==> config.mk <==
export PLATFORM = sky130hd
export DESIGN_NAME = iic_slave_resp
export DESIGN_NICKNAME = d
export VERILOG_FILES = /design/src/rtl/iic_pkg.sv /design/src/rtl/iic_bus_sync.sv /design/src/rtl/iic_slave_resp.sv
export SDC_FILE = /design/constraint.sdc
export NUM_CORES = 1
export LEC_CHECK = 0
export ABC_AREA = 1
export BUFFER_PORTS_ARGS = -buffer_cell sky130_fd_sc_hd__buf_2
export CORE_MARGIN = 10
export CORE_UTILIZATION = 25
export DETAILED_ROUTE_END_ITERATION = 16
export PLACE_DENSITY_LB_ADDON = 0.05
export REMOVE_ABC_BUFFERS = 1
export SYNTH_ARGS = -nofsm -noshare
export SYNTH_HDL_FRONTEND = slang
export SYNTH_SLANG_ARGS = --single-unit
==> constraint.sdc <==
create_clock -name clk -period 1.8 [get_ports clk]
set_input_delay 0.27 -clock clk [delete_from_list [all_inputs] [get_ports clk]]
set_output_delay 0.27 -clock clk [all_outputs]
set_load 0.02 [all_outputs]
==> src/rtl/iic_pkg.sv <==
// Shared I2C definitions: responder state encodings, bit positions and ACK levels,
// common to the responder and the master controller.
package iic_pkg;

    typedef enum logic [3:0] {
        ST_IDLE,
        ST_DEVADR,
        ST_ACK_DEV,
        ST_ADR_HI,
        ST_ACK_AH,
        ST_ADR_LO,
        ST_ACK_AL,
        ST_WR_BYTE,
        ST_ACK_WR,
        ST_RD_BYTE,
        ST_MACK,
        ST_WAIT_STOP
    } iic_state_e;

    localparam int         RW_BIT        = 0;
    localparam logic       BIT_ACK       = 1'b0;
    localparam logic       BIT_NACK      = 1'b1;
    localparam logic [3:0] BITS_PER_BYTE = 4'd8;

endpackage

==> src/rtl/iic_bus_sync.sv <==
// Brings scl/sda into the clk domain and derives edge and START/STOP strobes
// from the last two synchroniser stages.
module iic_bus_sync #(
    parameter int STAGES = 2
) (
    input  logic clk,
    input  logic rst_n,
    input  logic scl,
    input  logic sda,
    output logic sda_lvl,
    output logic scl_rise,
    output logic scl_fall,
    output logic start,
    output logic stop
);

    logic [STAGES-1:0] scl_sr;
    logic [STAGES-1:0] sda_sr;
    logic scl_new, scl_old, sda_new, sda_old;

    // Reset to the idle bus level so leaving reset never fakes an edge on a quiet bus.
    always_ff @(posedge clk or negedge rst_n) begin
        if (!rst_n) begin
            scl_sr <= '1;
            sda_sr <= '1;
        end else begin
            scl_sr <= {scl_sr[STAGES-2:0], scl};
            sda_sr <= {sda_sr[STAGES-2:0], sda};
        end
    end

    assign scl_new  = scl_sr[STAGES-2];
    assign scl_old  = scl_sr[STAGES-1];
    assign sda_new  = sda_sr[STAGES-2];
    assign sda_old  = sda_sr[STAGES-1];

    assign sda_lvl  = sda_new;
    assign scl_rise = scl_new & ~scl_old;
    assign scl_fall = ~scl_new & scl_old;
    assign start    = ~sda_new & sda_old & scl_new & scl_old;
    assign stop     = sda_new & ~sda_old & scl_new & scl_old;

endmodule

==> src/rtl/iic_slave_resp.sv <==
// I2C responder with device-address match, 1/2-byte word pointer and a
// register-file style write strobe / read request interface.
module iic_slave_resp #(
    parameter logic [6:0] DEV_ADDR    = 7'h50,
    parameter bit         ADDR_16BIT  = 1'b1,
    parameter int         SYNC_STAGES = 2
) (
    input  logic        clk,
    input  logic        rst_n,
    input  logic        scl,
    input  logic        sda_i,
    output logic        sda_oe,
    output logic        wr_en,
    output logic [15:0] wr_addr,
    output logic [7:0]  wr_data,
    output logic        rd_req,
    output logic [15:0] rd_addr,
    input  logic [7:0]  rd_data,
    output logic        busy,
    output logic        done
);
    import iic_pkg::*;

    logic sda_s, scl_rise, scl_fall, start, stop;

    iic_state_e  state_q, state_d;
    logic [3:0]  bit_cnt_q, bit_cnt_d;
    logic [7:0]  shift_q, shift_d, tx_q, tx_d;
    logic [15:0] ptr_q, ptr_d;
    logic        rw_q, rw_d, rd_pend_q;
    logic        sda_oe_d, wr_en_d, rd_req_d, busy_d, done_d;
    logic [15:0] wr_addr_d, rd_addr_d;
    logic [7:0]  wr_data_d;

    iic_bus_sync #(.STAGES(SYNC_STAGES)) u_sync (
        .clk      (clk),
        .rst_n    (rst_n),
        .scl      (scl),
        .sda      (sda_i),
        .sda_lvl  (sda_s),
        .scl_rise (scl_rise),
        .scl_fall (scl_fall),
        .start    (start),
        .stop     (stop)
    );

    // In 8-bit mode the upper pointer byte is pinned to zero and the low byte wraps alone.
    function automatic logic [15:0] ptr_next(input logic [15:0] p);
        if (ADDR_16BIT) return p + 16'd1;
        return {8'h00, p[7:0] + 8'd1};
    endfunction

    always_comb begin
        state_d   = state_q;
        bit_cnt_d = bit_cnt_q;
        shift_d   = shift_q;
        tx_d      = rd_pend_q ? rd_data : tx_q;
        ptr_d     = ptr_q;
        rw_d      = rw_q;
        sda_oe_d  = sda_oe;
        wr_en_d   = 1'b0;
        wr_addr_d = wr_addr;
        wr_data_d = wr_data;
        rd_req_d  = 1'b0;
        rd_addr_d = rd_addr;
        busy_d    = busy;
        done_d    = 1'b0;

        if (start) begin
            state_d   = ST_DEVADR;
            bit_cnt_d = '0;
            sda_oe_d  = 1'b0;
        end else if (stop) begin
            state_d   = ST_IDLE;
            bit_cnt_d = '0;
            sda_oe_d  = 1'b0;
            busy_d    = 1'b0;
            done_d    = busy;
        end else begin
            case (state_q)
                ST_DEVADR, ST_ADR_HI, ST_ADR_LO, ST_WR_BYTE: begin
                    // The fall right after START arrives with bit_cnt 0 and is ignored.
                    if (scl_rise && bit_cnt_q != BITS_PER_BYTE) begin
                        shift_d   = {shift_q[6:0], sda_s};
                        bit_cnt_d = bit_cnt_q + 4'd1;
                    end else if (scl_fall && bit_cnt_q == BITS_PER_BYTE) begin
                        bit_cnt_d = '0;
                        sda_oe_d  = 1'b1;
                        if (state_q == ST_DEVADR) begin
                            if (shift_q[7:1] == DEV_ADDR) begin
                                state_d = ST_ACK_DEV;
                                busy_d  = 1'b1;
                                rw_d    = shift_q[RW_BIT];
                                if (shift_q[RW_BIT]) begin
                                    rd_req_d  = 1'b1;
                                    rd_addr_d = ptr_q;
                                    ptr_d     = ptr_next(ptr_q);
                                end
                            end else begin
                                state_d  = ST_IDLE;
                                sda_oe_d = 1'b0;
                            end
                        end else if (state_q == ST_ADR_HI) begin
                            ptr_d   = {shift_q, ptr_q[7:0]};
                            state_d = ST_ACK_AH;
                        end else if (state_q == ST_ADR_LO) begin
                            ptr_d   = {ADDR_16BIT ? ptr_q[15:8] : 8'h00, shift_q};
                            state_d = ST_ACK_AL;
                        end else begin
                            wr_en_d   = 1'b1;
                            wr_addr_d = ptr_q;
                            wr_data_d = shift_q;
                            ptr_d     = ptr_next(ptr_q);
                            state_d   = ST_ACK_WR;
                        end
                    end
                end
                ST_ACK_DEV: begin
                    if (scl_fall) begin
                        bit_cnt_d = '0;
                        if (rw_q) begin
                            state_d  = ST_RD_BYTE;
                            sda_oe_d = ~tx_q[7];
                        end else begin
                            state_d  = ADDR_16BIT ? ST_ADR_HI : ST_ADR_LO;
                            sda_oe_d = 1'b0;
                        end
                    end
                end
                ST_ACK_AH: begin
                    if (scl_fall) begin
                        state_d  = ST_ADR_LO;
                        sda_oe_d = 1'b0;
                    end
                end
                ST_ACK_AL, ST_ACK_WR: begin
                    if (scl_fall) begin
                        state_d  = ST_WR_BYTE;
                        sda_oe_d = 1'b0;
                    end
                end
                ST_RD_BYTE: begin
                    // Each fall presents the next bit; after the 8th, the bus goes to the master.
                    if (scl_rise && bit_cnt_q != BITS_PER_BYTE) begin
                        bit_cnt_d = bit_cnt_q + 4'd1;
                    end else if (scl_fall) begin
                        if (bit_cnt_q == BITS_PER_BYTE) begin
                            state_d  = ST_MACK;
                            sda_oe_d = 1'b0;
                        end else begin
                            sda_oe_d = ~tx_q[3'd7 - bit_cnt_q[2:0]];
                        end
                    end
                end
                ST_MACK: begin
                    if (scl_rise) begin
                        if (sda_s == BIT_NACK) begin
                            state_d = ST_WAIT_STOP;
                        end else begin
                            state_d   = ST_RD_BYTE;
                            bit_cnt_d = '0;
                            rd_req_d  = 1'b1;
                            rd_addr_d = ptr_q;
                            ptr_d     = ptr_next(ptr_q);
                        end
                    end
                end
                default: ;
            endcase
        end
    end

    always_ff @(posedge clk or negedge rst_n) begin
        if (!rst_n) begin
            state_q   <= ST_IDLE;
            bit_cnt_q <= '0;
            shift_q   <= '0;
            tx_q      <= '0;
            ptr_q     <= '0;
            rw_q      <= 1'b0;
            rd_pend_q <= 1'b0;
            sda_oe    <= 1'b0;
            wr_en     <= 1'b0;
            wr_addr   <= '0;
            wr_data   <= '0;
            rd_req    <= 1'b0;
            rd_addr   <= '0;
            busy      <= 1'b0;
            done      <= 1'b0;
        end else begin
            state_q   <= state_d;
            bit_cnt_q <= bit_cnt_d;
            shift_q   <= shift_d;
            tx_q      <= tx_d;
            ptr_q     <= ptr_d;
            rw_q      <= rw_d;
            rd_pend_q <= rd_req;
            sda_oe    <= sda_oe_d;
            wr_en     <= wr_en_d;
            wr_addr   <= wr_addr_d;
            wr_data   <= wr_data_d;
            rd_req    <= rd_req_d;
            rd_addr   <= rd_addr_d;
            busy      <= busy_d;
            done      <= done_d;
        end
    end

endmodule

==> impl_metrics.json <==
{
  "required_ns": 2.04,
  "crit_path_max_fanout": 8,
  "clkLatencyLatePin_ns": 0.35,
  "drive_above_1_share_pct": 27.0,
  "yosysWarnings": 0,
  "synth_compound_area_share_pct": 10.2,
  "cts_sinks": 91,
  "fin_area_mm2": 0.00614,
  "yosys.area.top_type": "dfrtp_1",
  "dr.pass1.iters": 4,
  "grt-ovfl-total": 0,
  "crit_chain": "inv_2 -> nor2_2 -> inv_2 -> buf_4 -> o31ai_4 -> buf_6 -> clkbuf_16 -> o21ai_0",
  "cp-startpoint": "u_sync.scl_sr[0]",
  "setup_violations": 0,
  "wl_per_cell_um": 15.0,
  "critPathTopFamily": "buffers and inverters",
  "crit_path_end_kind": "register",
  "worstSetupPathType": "register to register",
  "rows": 50,
  "seq_area_frac_synth_pct": 48.0,
  "cts_max_level": 3,
  "worst_pin_slew_ns": 0.429,
  "drv_slew": 0,
  "fmax_mhz": 586,
  "path_clk_slew_ns": 0.07,
  "synthAdderAreaFrac_pct": 0.790,
  "nNetsFinal": 734,
  "antenna_cells": 0,
  "start_kind": "register",
  "status": "completed",
  "fin_hold_ws_ns": 0.0165,
  "tritoncts": "done",
  "slew_headroom_pct": 71.4,
  "cts_buffers": 9,
  "gp_congestion": 0.819,
  "fin_crit_sh_pct": 94.8,
  "routed_wl_mm": 14.4,
  "critPathArrivalTime_ns": 1.94,
  "cp_num_buf_inv": 5,
  "max-cap-violations": 0,
  "drc": 0,
  "routed_via_density": 4.39,
  "grt_max_degree": 40,
  "die_area_mm2": 0.0249,
  "synth-simple-area-share_pct": 30.3,
  "synth_area_mm2": 0.00475,
  "grt_pass1_wl_mm": 23.0,
  "synth_seq_cells": 91,
  "synth_top_area_share_pct": 45.8,
  "port_buffers": 56,
  "root_buffer": "clkbuf_16",
  "p_per_area_mw_per_mm2": 1260,
  "cp_common_cell": "inv_2",
  "cts_buffer_depth": 2,
  "area_growth_pct": 29.3,
  "first_iter_violations": 256,
  "synth.area.top_cells": "dfrtp_1, nand2_1, nor2_1, inv_1, nand3_1",
  "min_from": "scl",
  "grt_usage_pct": 11.7,
  "max_stage_delay_ns": 0.56,
  "hold_path.class": "input pin to register",
  "synth_xor_area_share_pct": 1.11,
  "vias": 4202,
  "first_global_vias": 4348,
  "start_util_pct": 25.4,
  "dp_hpwl_mm": 10.6,
  "ir_drop_uv": 601,
  "ys_types": 31,
  "dpl_cell_area_mm2": 0.00561,
  "leakage_nw": 3.15,
  "synth.area.mux_share_pct": 1.90,
  "reg2reg_from": "u_sync.scl_sr[0]",
  "die_w_um": 158,
  "ant_nets": 0,
  "postSynthCellCount": 613,
  "worst_path_max_delay_cell": "dfstp_2",
  "die_h_um": 158,
  "period_needed_ns": 1.71,
  "antenna_found_initial": 0,
  "final-hold-violation-count": 0,
  "pin_count": 57,
  "clock_skew_ns": 0.00755,
  "synth_top_family_by_area": "simple AND/OR/NAND/NOR gates",
  "tns_ns": 0,
  "avgSynthCellArea_um2": 7.75,
  "core_area_mm2": 0.0187
}
flip-flops by register name (all words and copies together), names as in the netlist:
signal         count
tx_q               8
ptr_q             16
rd_req             1
wr_addr           16
u_sync.scl_sr      2
shift_q            8
rd_pend_q          1
done               1
rd_addr           16
wr_data            8
wr_en              1
rw_q               1
bit_cnt_q          4
busy               1
u_sync.sda_sr      2
sda_oe             1
state_q            4
repair_timing:
action / CTS / global route
pin swaps: 0 / 4
setup buffers: 0 / 6
hold buffers: 1 / 0
hold endpoints to repair: 21 / 0
cloned: 0 / 4
resized for setup: 2 / 30
endpoints found under the setup margin: 9 / 59
per-stage QoR:
step / std cells / util (%) / total power [mW] / worst slack, ns
3_5_place_dp: 931 / 30.0 / 5.62 / -0.0818
5_1_grt: 957 / 32.8 / 8.35 / -0.00283
6_report: 957 / 32.8 / 7.75 / 0.0928
4_1_cts: 947 / 31.7 / 7.73 / 0.0234
3_3_place_gp: 931 / 30.0 / 5.63 / -0.116
2_1_floorplan: 599 / - / 4.52 / -0.114
layout by cell type (no fill, tap or decap), types with 8 or more instances in the layout:
master     instances
mux2_2             8
o21ai_0           30
buf_2             55
nor2_4            11
clkbuf_16         11
a21oi_1            9
nand3_1           41
dfrtp_1           83
nor2_2             8
o21ai_1           25
inv_2             11
nand2_1          207
nor2_1            57
o21ai_2           13
inv_1             56
buf_4             42
layer usage:
| layer | global-route usage [%] | up-vias | part of all wire, % |
|---|---|---|---|
| met2 | 20.1 | 60 | 49 |
| li1 | - | 2158 | - |
| met4 | 4.27 | 0 | 1.5 |
| met5 | 0 | - | 0 |
| met3 | 2.12 | 12 | 3.8 |
| met1 | 14.2 | 1972 | 45 |
worst paths after layout:
kind | cells past startpoint | slack [ns] | to
worst max-delay path | 8 | 0.09 | rd_addr[14]
worst min-delay path | 1 | 0.02 | u_sync.scl_sr[0]
worst max register to register | 8 | 0.09 | rd_addr[14]
worst min register to register | 0 | 0.39 | u_sync.scl_sr[1]
max in group asynchronous | 3 | 0.81 | state_q[0]
min in group asynchronous | 2 | 0.40 | ptr_q[1]
synth_stat cells:
| library cell | n |
|---|---|
| a21oi_1 | 9 |
| a22oi_1 | 2 |
| buf_2 | 5 |
| buf_4 | 1 |
| buf_6 | 6 |
| clkbuf_1 | 2 |
| dfrtp_1 | 87 |
| dfstp_2 | 4 |
| ha_1 | 3 |
| inv_1 | 59 |
| inv_2 | 8 |
| inv_4 | 1 |
| mux2_2 | 8 |
| nand2_1 | 209 |
| nand2_2 | 5 |
| nand2_4 | 3 |
| nand3_1 | 43 |
| nand3_4 | 1 |
| nand4_1 | 4 |
| nor2_1 | 65 |
| nor2_2 | 6 |
| nor2_4 | 4 |
| nor3_1 | 1 |
| o21ai_0 | 31 |
| o21ai_1 | 24 |
| o21ai_2 | 13 |
| o21bai_1 | 1 |
| o22ai_1 | 1 |
| o31ai_4 | 1 |
| xnor2_1 | 2 |
| xor2_1 | 4 |
power by group:
| group | leakage, nW | switching (mW) | internal, mW |
|---|---|---|---|
| combinational | 1.77 | 1.85 | 1.13 |
| sequential | 1.23 | 0.328 | 2.38 |
| clock | 0.146 | 0.837 | 1.21 |
cells by family (layout without fill, tap and decap cells):
logic type,after synthesis,count (layout)
AND/OR/NAND/NOR,341,342
flip-flops,91,91
AO/OA/AOI/OAI,82,82
buffers and inverters,82,191
multiplexers,8,8
XOR/XNOR,6,6
adder cells (fa/ha/maj),3,3
cell type report:
cell class | count | area (µm²)
Fill cell | 2020 | 12600
Clock buffer | 11 | 233
Timing Repair Buffer | 108 | 793
Inverter | 68 | 258
Clock inverter | 4 | 76.3
Multi-Input combinational cell | 441 | 2200
Tap cell | 234 | 293
Sequential cell | 91 | 2290
No activity file was read; power rests on OpenSTA's default activity.
